$ cat src/rtl/rr_req_sched_pkg.sv
// Shared types and width helpers for the round-robin request scheduler.
package rr_req_sched_pkg;

  // Scheduler FSM states, 2-bit encoding.
  typedef enum logic [1:0] {
    IDLE = 2'd0,
    REQ  = 2'd1,
    OWN  = 2'd2,
    REL  = 2'd3
  } state_e;

  localparam int DEF_N_CLIENTS = 4;
  localparam int DEF_MAX_HOLD  = 8;
  localparam int DEF_TIMEOUT   = 16;

  // Width of a client index; never narrower than one bit.
  function automatic int id_width(input int n);
    return (n > 1) ? $clog2(n) : 1;
  endfunction

  // Counter width: one spare bit above the larger limit so saturation is never reached in use.
  function automatic int cnt_width(input int max_hold, input int timeout);
    return $clog2((max_hold > timeout) ? max_hold : timeout) + 1;
  endfunction

endpackage

$ cat src/rtl/rr_req_sched_pick.sv
// Rotate-priority picker: first set request bit at or after ptr, wrapping.
module rr_req_sched_pick
  import rr_req_sched_pkg::*;
#(
  parameter int N_CLIENTS = DEF_N_CLIENTS
) (
  input  logic [N_CLIENTS-1:0]           req,
  input  logic [id_width(N_CLIENTS)-1:0] ptr,
  output logic                           valid,
  output logic [id_width(N_CLIENTS)-1:0] idx
);

  localparam int              ID_W  = id_width(N_CLIENTS);
  localparam logic [ID_W:0]   N_EXT = (ID_W+1)'(N_CLIENTS);

  logic [N_CLIENTS-1:0] rot;
  logic [ID_W-1:0]      off;
  logic [ID_W:0]        sum;

  // Rotate so that bit 0 of rot corresponds to client ptr.
  assign rot = N_CLIENTS'({req, req} >> ptr);

  // Lowest set bit of the rotated vector is the next client in round-robin order.
  always_comb begin
    valid = 1'b0;
    off   = '0;
    for (int i = N_CLIENTS - 1; i >= 0; i--) begin
      if (rot[i]) begin
        valid = 1'b1;
        off   = ID_W'(i);
      end
    end
  end

  // Undo the rotation: idx = (ptr + off) mod N_CLIENTS.
  always_comb begin
    sum = {1'b0, ptr} + {1'b0, off};
    if (sum >= N_EXT) begin
      idx = ID_W'(sum - N_EXT);
    end else begin
      idx = sum[ID_W-1:0];
    end
  end

endmodule

$ cat src/rtl/rr_req_sched.sv
// Round-robin request scheduler in front of a single-line request/grant arbiter.
// Picks one requesting client, requests the arbiter, hands the grant to that
// client for a bounded time, then releases and advances the round-robin pointer.
module rr_req_sched
  import rr_req_sched_pkg::*;
#(
  parameter int N_CLIENTS = DEF_N_CLIENTS,
  parameter int MAX_HOLD  = DEF_MAX_HOLD,
  parameter int TIMEOUT   = DEF_TIMEOUT
) (
  input  logic                           clk,
  input  logic                           reset_n,
  input  logic [N_CLIENTS-1:0]           cli_req,
  output logic [N_CLIENTS-1:0]           cli_gnt,
  output logic [id_width(N_CLIENTS)-1:0] cur_id,
  output logic                           busy,
  output logic                           arb_request,
  input  logic                           arb_grant,
  output logic                           err_timeout,
  output logic                           err_lost
);

  localparam int                   ID_W      = id_width(N_CLIENTS);
  localparam int                   CNT_W     = cnt_width(MAX_HOLD, TIMEOUT);
  localparam logic [CNT_W-1:0]     HOLD_LAST = CNT_W'(MAX_HOLD - 1);
  localparam logic [CNT_W-1:0]     WAIT_LAST = CNT_W'(TIMEOUT - 1);
  localparam logic [ID_W-1:0]      ID_LAST   = ID_W'(N_CLIENTS - 1);
  localparam logic [N_CLIENTS-1:0] ONE_HOT0  = N_CLIENTS'(1);

  state_e               state_q, state_d;
  logic [ID_W-1:0]      ptr_q, ptr_d;
  logic [ID_W-1:0]      cur_id_q, cur_id_d;
  logic [CNT_W-1:0]     wait_cnt_q, wait_cnt_d;
  logic [CNT_W-1:0]     hold_cnt_q, hold_cnt_d;
  logic [N_CLIENTS-1:0] cli_gnt_q, cli_gnt_d;
  logic                 arb_request_q, arb_request_d;
  logic                 busy_q, busy_d;
  logic                 err_timeout_q, err_timeout_d;
  logic                 err_lost_q, err_lost_d;

  logic                 pick_valid;
  logic [ID_W-1:0]      pick_idx;

  rr_req_sched_pick #(
    .N_CLIENTS (N_CLIENTS)
  ) u_pick (
    .req   (cli_req),
    .ptr   (ptr_q),
    .valid (pick_valid),
    .idx   (pick_idx)
  );

  // Next-state and next-output logic; every output is a registered copy of its _d.
  always_comb begin
    state_d       = state_q;
    ptr_d         = ptr_q;
    cur_id_d      = cur_id_q;
    wait_cnt_d    = wait_cnt_q;
    hold_cnt_d    = hold_cnt_q;
    cli_gnt_d     = cli_gnt_q;
    arb_request_d = arb_request_q;
    err_timeout_d = 1'b0;
    err_lost_d    = 1'b0;

    case (state_q)
      IDLE: begin
        cli_gnt_d     = '0;
        arb_request_d = 1'b0;
        if (pick_valid) begin
          cur_id_d      = pick_idx;
          arb_request_d = 1'b1;
          wait_cnt_d    = '0;
          state_d       = REQ;
        end
      end

      REQ: begin
        if (arb_grant) begin
          cli_gnt_d  = ONE_HOT0 << cur_id_q;
          hold_cnt_d = '0;
          state_d    = OWN;
        end else if (!cli_req[cur_id_q]) begin
          arb_request_d = 1'b0;
          state_d       = REL;
        end else if (wait_cnt_q == WAIT_LAST) begin
          err_timeout_d = 1'b1;
          arb_request_d = 1'b0;
          state_d       = REL;
        end else if (wait_cnt_q != '1) begin
          wait_cnt_d = wait_cnt_q + CNT_W'(1);
        end
      end

      OWN: begin
        // A lost grant is reported even if the client is also letting go.
        if (!arb_grant) begin
          err_lost_d    = 1'b1;
          cli_gnt_d     = '0;
          arb_request_d = 1'b0;
          state_d       = REL;
        end else if (!cli_req[cur_id_q] || (hold_cnt_q == HOLD_LAST)) begin
          cli_gnt_d     = '0;
          arb_request_d = 1'b0;
          state_d       = REL;
        end else if (hold_cnt_q != '1) begin
          hold_cnt_d = hold_cnt_q + CNT_W'(1);
        end
      end

      REL: begin
        cli_gnt_d     = '0;
        arb_request_d = 1'b0;
        // Pointer moves past the client just handled, whether served or aborted.
        if (!arb_grant) begin
          ptr_d   = (cur_id_q == ID_LAST) ? '0 : cur_id_q + ID_W'(1);
          state_d = IDLE;
        end
      end

      default: begin
        cli_gnt_d     = '0;
        arb_request_d = 1'b0;
        state_d       = IDLE;
      end
    endcase

    busy_d = (state_d != IDLE);
  end

  // State, pointer, counters and output registers; async reset clears all at once.
  always_ff @(posedge clk or negedge reset_n) begin
    if (!reset_n) begin
      state_q       <= IDLE;
      ptr_q         <= '0;
      cur_id_q      <= '0;
      wait_cnt_q    <= '0;
      hold_cnt_q    <= '0;
      cli_gnt_q     <= '0;
      arb_request_q <= 1'b0;
      busy_q        <= 1'b0;
      err_timeout_q <= 1'b0;
      err_lost_q    <= 1'b0;
    end else begin
      state_q       <= state_d;
      ptr_q         <= ptr_d;
      cur_id_q      <= cur_id_d;
      wait_cnt_q    <= wait_cnt_d;
      hold_cnt_q    <= hold_cnt_d;
      cli_gnt_q     <= cli_gnt_d;
      arb_request_q <= arb_request_d;
      busy_q        <= busy_d;
      err_timeout_q <= err_timeout_d;
      err_lost_q    <= err_lost_d;
    end
  end

  assign cli_gnt     = cli_gnt_q;
  assign cur_id      = cur_id_q;
  assign busy        = busy_q;
  assign arb_request = arb_request_q;
  assign err_timeout = err_timeout_q;
  assign err_lost    = err_lost_q;

endmodule

$ cat config.mk
export PLATFORM = sky130hd
export DESIGN_NAME = rr_req_sched
export DESIGN_NICKNAME = d
export VERILOG_FILES = /design/src/rtl/rr_req_sched_pkg.sv /design/src/rtl/rr_req_sched_pick.sv /design/src/rtl/rr_req_sched.sv
export SDC_FILE = /design/constraint.sdc
export NUM_CORES = 1
export LEC_CHECK = 0
export ABC_AREA = 1
export CAP_MARGIN = 20
export CORE_MARGIN = 1.5
export CORE_UTILIZATION = 30
export DETAILED_ROUTE_END_ITERATION = 12
export PLACE_DENSITY = 0.56
export SLEW_MARGIN = 0
export SYNTH_ARGS = -nofsm -noshare
export SYNTH_HDL_FRONTEND = slang
export SYNTH_HIERARCHICAL = 1
export SYNTH_SLANG_ARGS = --single-unit
$ cat constraint.sdc
create_clock -name clk -period 3.2 [get_ports clk]
set_input_delay 0.32 -clock clk [delete_from_list [all_inputs] [get_ports clk]]
set_output_delay 0.32 -clock clk [all_outputs]
set_load 0.005 [all_outputs]
==> results.cfg <==
[placed_design]
finalWeightedCongestion = 0.855
port_buffers = 16
placed_cell_area_mm2 = 0.00176
hpwl_um = 2280
place_inst = 283

[logic_synthesis]
async_flop_share_pct = 100
synth-seq-cells = 24
synthTopCellsByCount = 70 x nand2_1, 24 x dfrtp_1, 24 x nand3_1
synth-seq-area-share_pct = 39.9
yosys.area.top_type_share_pct = 39.9
yosysWarnings = 6
yosys.area.top_type = dfrtp_1
netlist_area_mm2 = 0.00150
netlist_top_cells_area = dfrtp_1 40%, nand2_1 17%, ha_1 8.3%, nand3_1 8.0%, inv_1 3.2%
avgSynthCellArea_um2 = 7.56
synth_nets = 216
syn_inst = 199
synth-edff-count = 0
synth.distinct_cells = 26
synth.most_common_cell = nand2_1
synth_ff_type = dfrtp_1

[timing]
hold_slack_ns = 0.411
hold_viol_final = 0
setup-violations-final = 0
max_freq_ghz = 0.556
period_minus_slack_ns = 1.80
rsz0062_at_grt = no
tns_ns = 0
finClkSkew_ns = 0.00160
maxSlewViolCount = 0
fin_crit_sh_pct = 56.2
worstMarginPinSlew_ns = 0.312
maxSlewHeadroom_pct = 79.2

[routing]
via_per_inst = 4.37
drt_pass1_iterations = 4
wl_per_cell_um = 10.4
final_antenna_net_count = 0
vias = 1249
wirelength_um = 2980
drtIter0Drc = 62
route.detailed.drc = 0

[finish]
fillCellCount = 512
seq_area_um2 = 601
drive_gt1_share_pct = 14.6
syn_to_final_growth_pct = 19.5
layout.cells.non_filler = 286
final_nets = 238
multi_input_area_um2 = 810
finish.instance_area_mm2 = 0.00180
antenna_cells = 0

[cts]
ctsResizeCount = 0
cts-root-buf = clkbuf_8
cts.clk_slew.worst_paths_ns = 0.08
clock_latency_ns = 0.26
cts_hold_buf = 0
htreeDepth = 1
cts_num_sinks = 24
cts_setup_buffers = 0
clk_path_buf_depth = 2
cts_buffers = 3
cts_tree = yes

[global_route]
antenna_found_initial = 0
grt_max_degree = 25
grt_pass1_wl_um = 5090
grt_util_all_layers_pct = 11.9
overflow = 0
grt_pass1_vias = 1125

[critical_path]
start_kind = primary input
cp.buffers_inverters = 4
crit_required_ns = 3.36
cpPeakStageDelay_ns = 0.51
worstPathCellList = clkdlybuf4s50_1 > nand2_1 > nand3_1 > nand2_1 > nand2_1 > inv_2 > nand3_1 > inv_1 > nor3_4 > inv_2 > o21ai_2 > nand3_4 > nand2_1 > o21ai_1
endpoint_kind = register
cpMaxStageDelayCell = clkdlybuf4s50_1
cp_common_cell = nand2_1
crit_type = primary input to register
crit_family = simple AND/OR/NAND/NOR gates
arrival_ns = 1.96
ff2ff_setup_slack_ns = 1.40
path_max_fanout = 10

[floorplan]
core_area_mm2 = 0.00479
num_rows = 25
dieArea_mm2 = 0.00545
start_util_pct = 31.4
pin_count = 17
die_height_um = 73.8
die_w_um = 73.8

[power_and_ir_drop]
peakVddDrop_mv = 0.208
power_per_cell_area_mw_per_mm2 = 788
p_leak_nw = 0.909

[worst_hold_path]
hold_class = primary input to asynchronous set/reset pin

[run_status]
status = completed

[run]
cap_violations = 0
## metal layers
layer,global-route usage (%),vias to the layer above,routed length [µm],share of wire (%)
met3,1.23,4,54,1.8
li1,-,679,-,-
met1,17.1,550,1570,53
met5,0,-,0,0
met2,18.2,16,1310,44
met4,4.94,0,48,1.6
## layout by cell type, fill, tap and decap left out, drive strengths merged, types with 3 or more instances in the layout
| cell type | instances |
|---|---|
| clkbuf | 3 |
| clkdlybuf4s50 | 16 |
| dfrtp | 24 |
| ha | 10 |
| inv | 25 |
| nand2 | 75 |
| nand3 | 25 |
| nand4 | 5 |
| nor2 | 13 |
| nor3 | 3 |
| o21ai | 10 |
| or2 | 3 |
## cell families after synthesis
kind of cell | synth area share (%)
adders and majority gates | 8.32
AOI/OAI and AO/OA | 5.74
DFF | 39.9
buffers and inverters | 6.24
and+or+nand+nor | 38.2
muxes | 0.998
xor gates and xnor gates | 0.582
## final cells by class
| type | instances | area share (%) |
|---|---|---|
| clock buffer | 3 | 2.30 |
| inverter | 25 | 5.22 |
| multi-input combinational | 150 | 45.1 |
| sequential | 24 | 33.4 |
| tap | 67 | 4.67 |
| timing repair buffer | 17 | 9.33 |
## worst paths after layout
check / from / end / cells past startpoint
setup / recovery: cli_req[3] / wait_cnt_q[1] / 14
hold / removal: reset_n / hold_cnt_q[3] / 2
setup reg to reg: ptr_q[0] / cur_id[1] / 13
hold reg to reg: cli_gnt[3] / cli_gnt[3] / 2
max in group asynchronous: reset_n / state_q[1] / 2
min in group clk: cli_gnt[3] / cli_gnt[3] / 2
## sequential cells by signal, indices dropped and copies added (netlist names)
register,cells
wait_cnt_q,5
state_q,2
cur_id,2
hold_cnt_q,5
err_timeout,1
busy,1
err_lost,1
cli_gnt,4
arb_request,1
ptr_q,2
## power breakdown
part | switching (mW) | internal [mW]
combinational | 0.450 | 0.295
sequential | 0.109 | 0.386
clock | 0.0935 | 0.0841
## metrics by stage
step	utilization, %	power, mW	setup slack, ns
after global placement	36.7	1.25	1.10
after global routing	37.5	1.55	1.20
after detailed placement	36.7	1.25	1.10
final	37.5	1.42	1.40
after CTS	37.5	1.44	1.38
after floorplan	-	1.03	1.58
No activity file was read; power rests on OpenSTA's default activity.
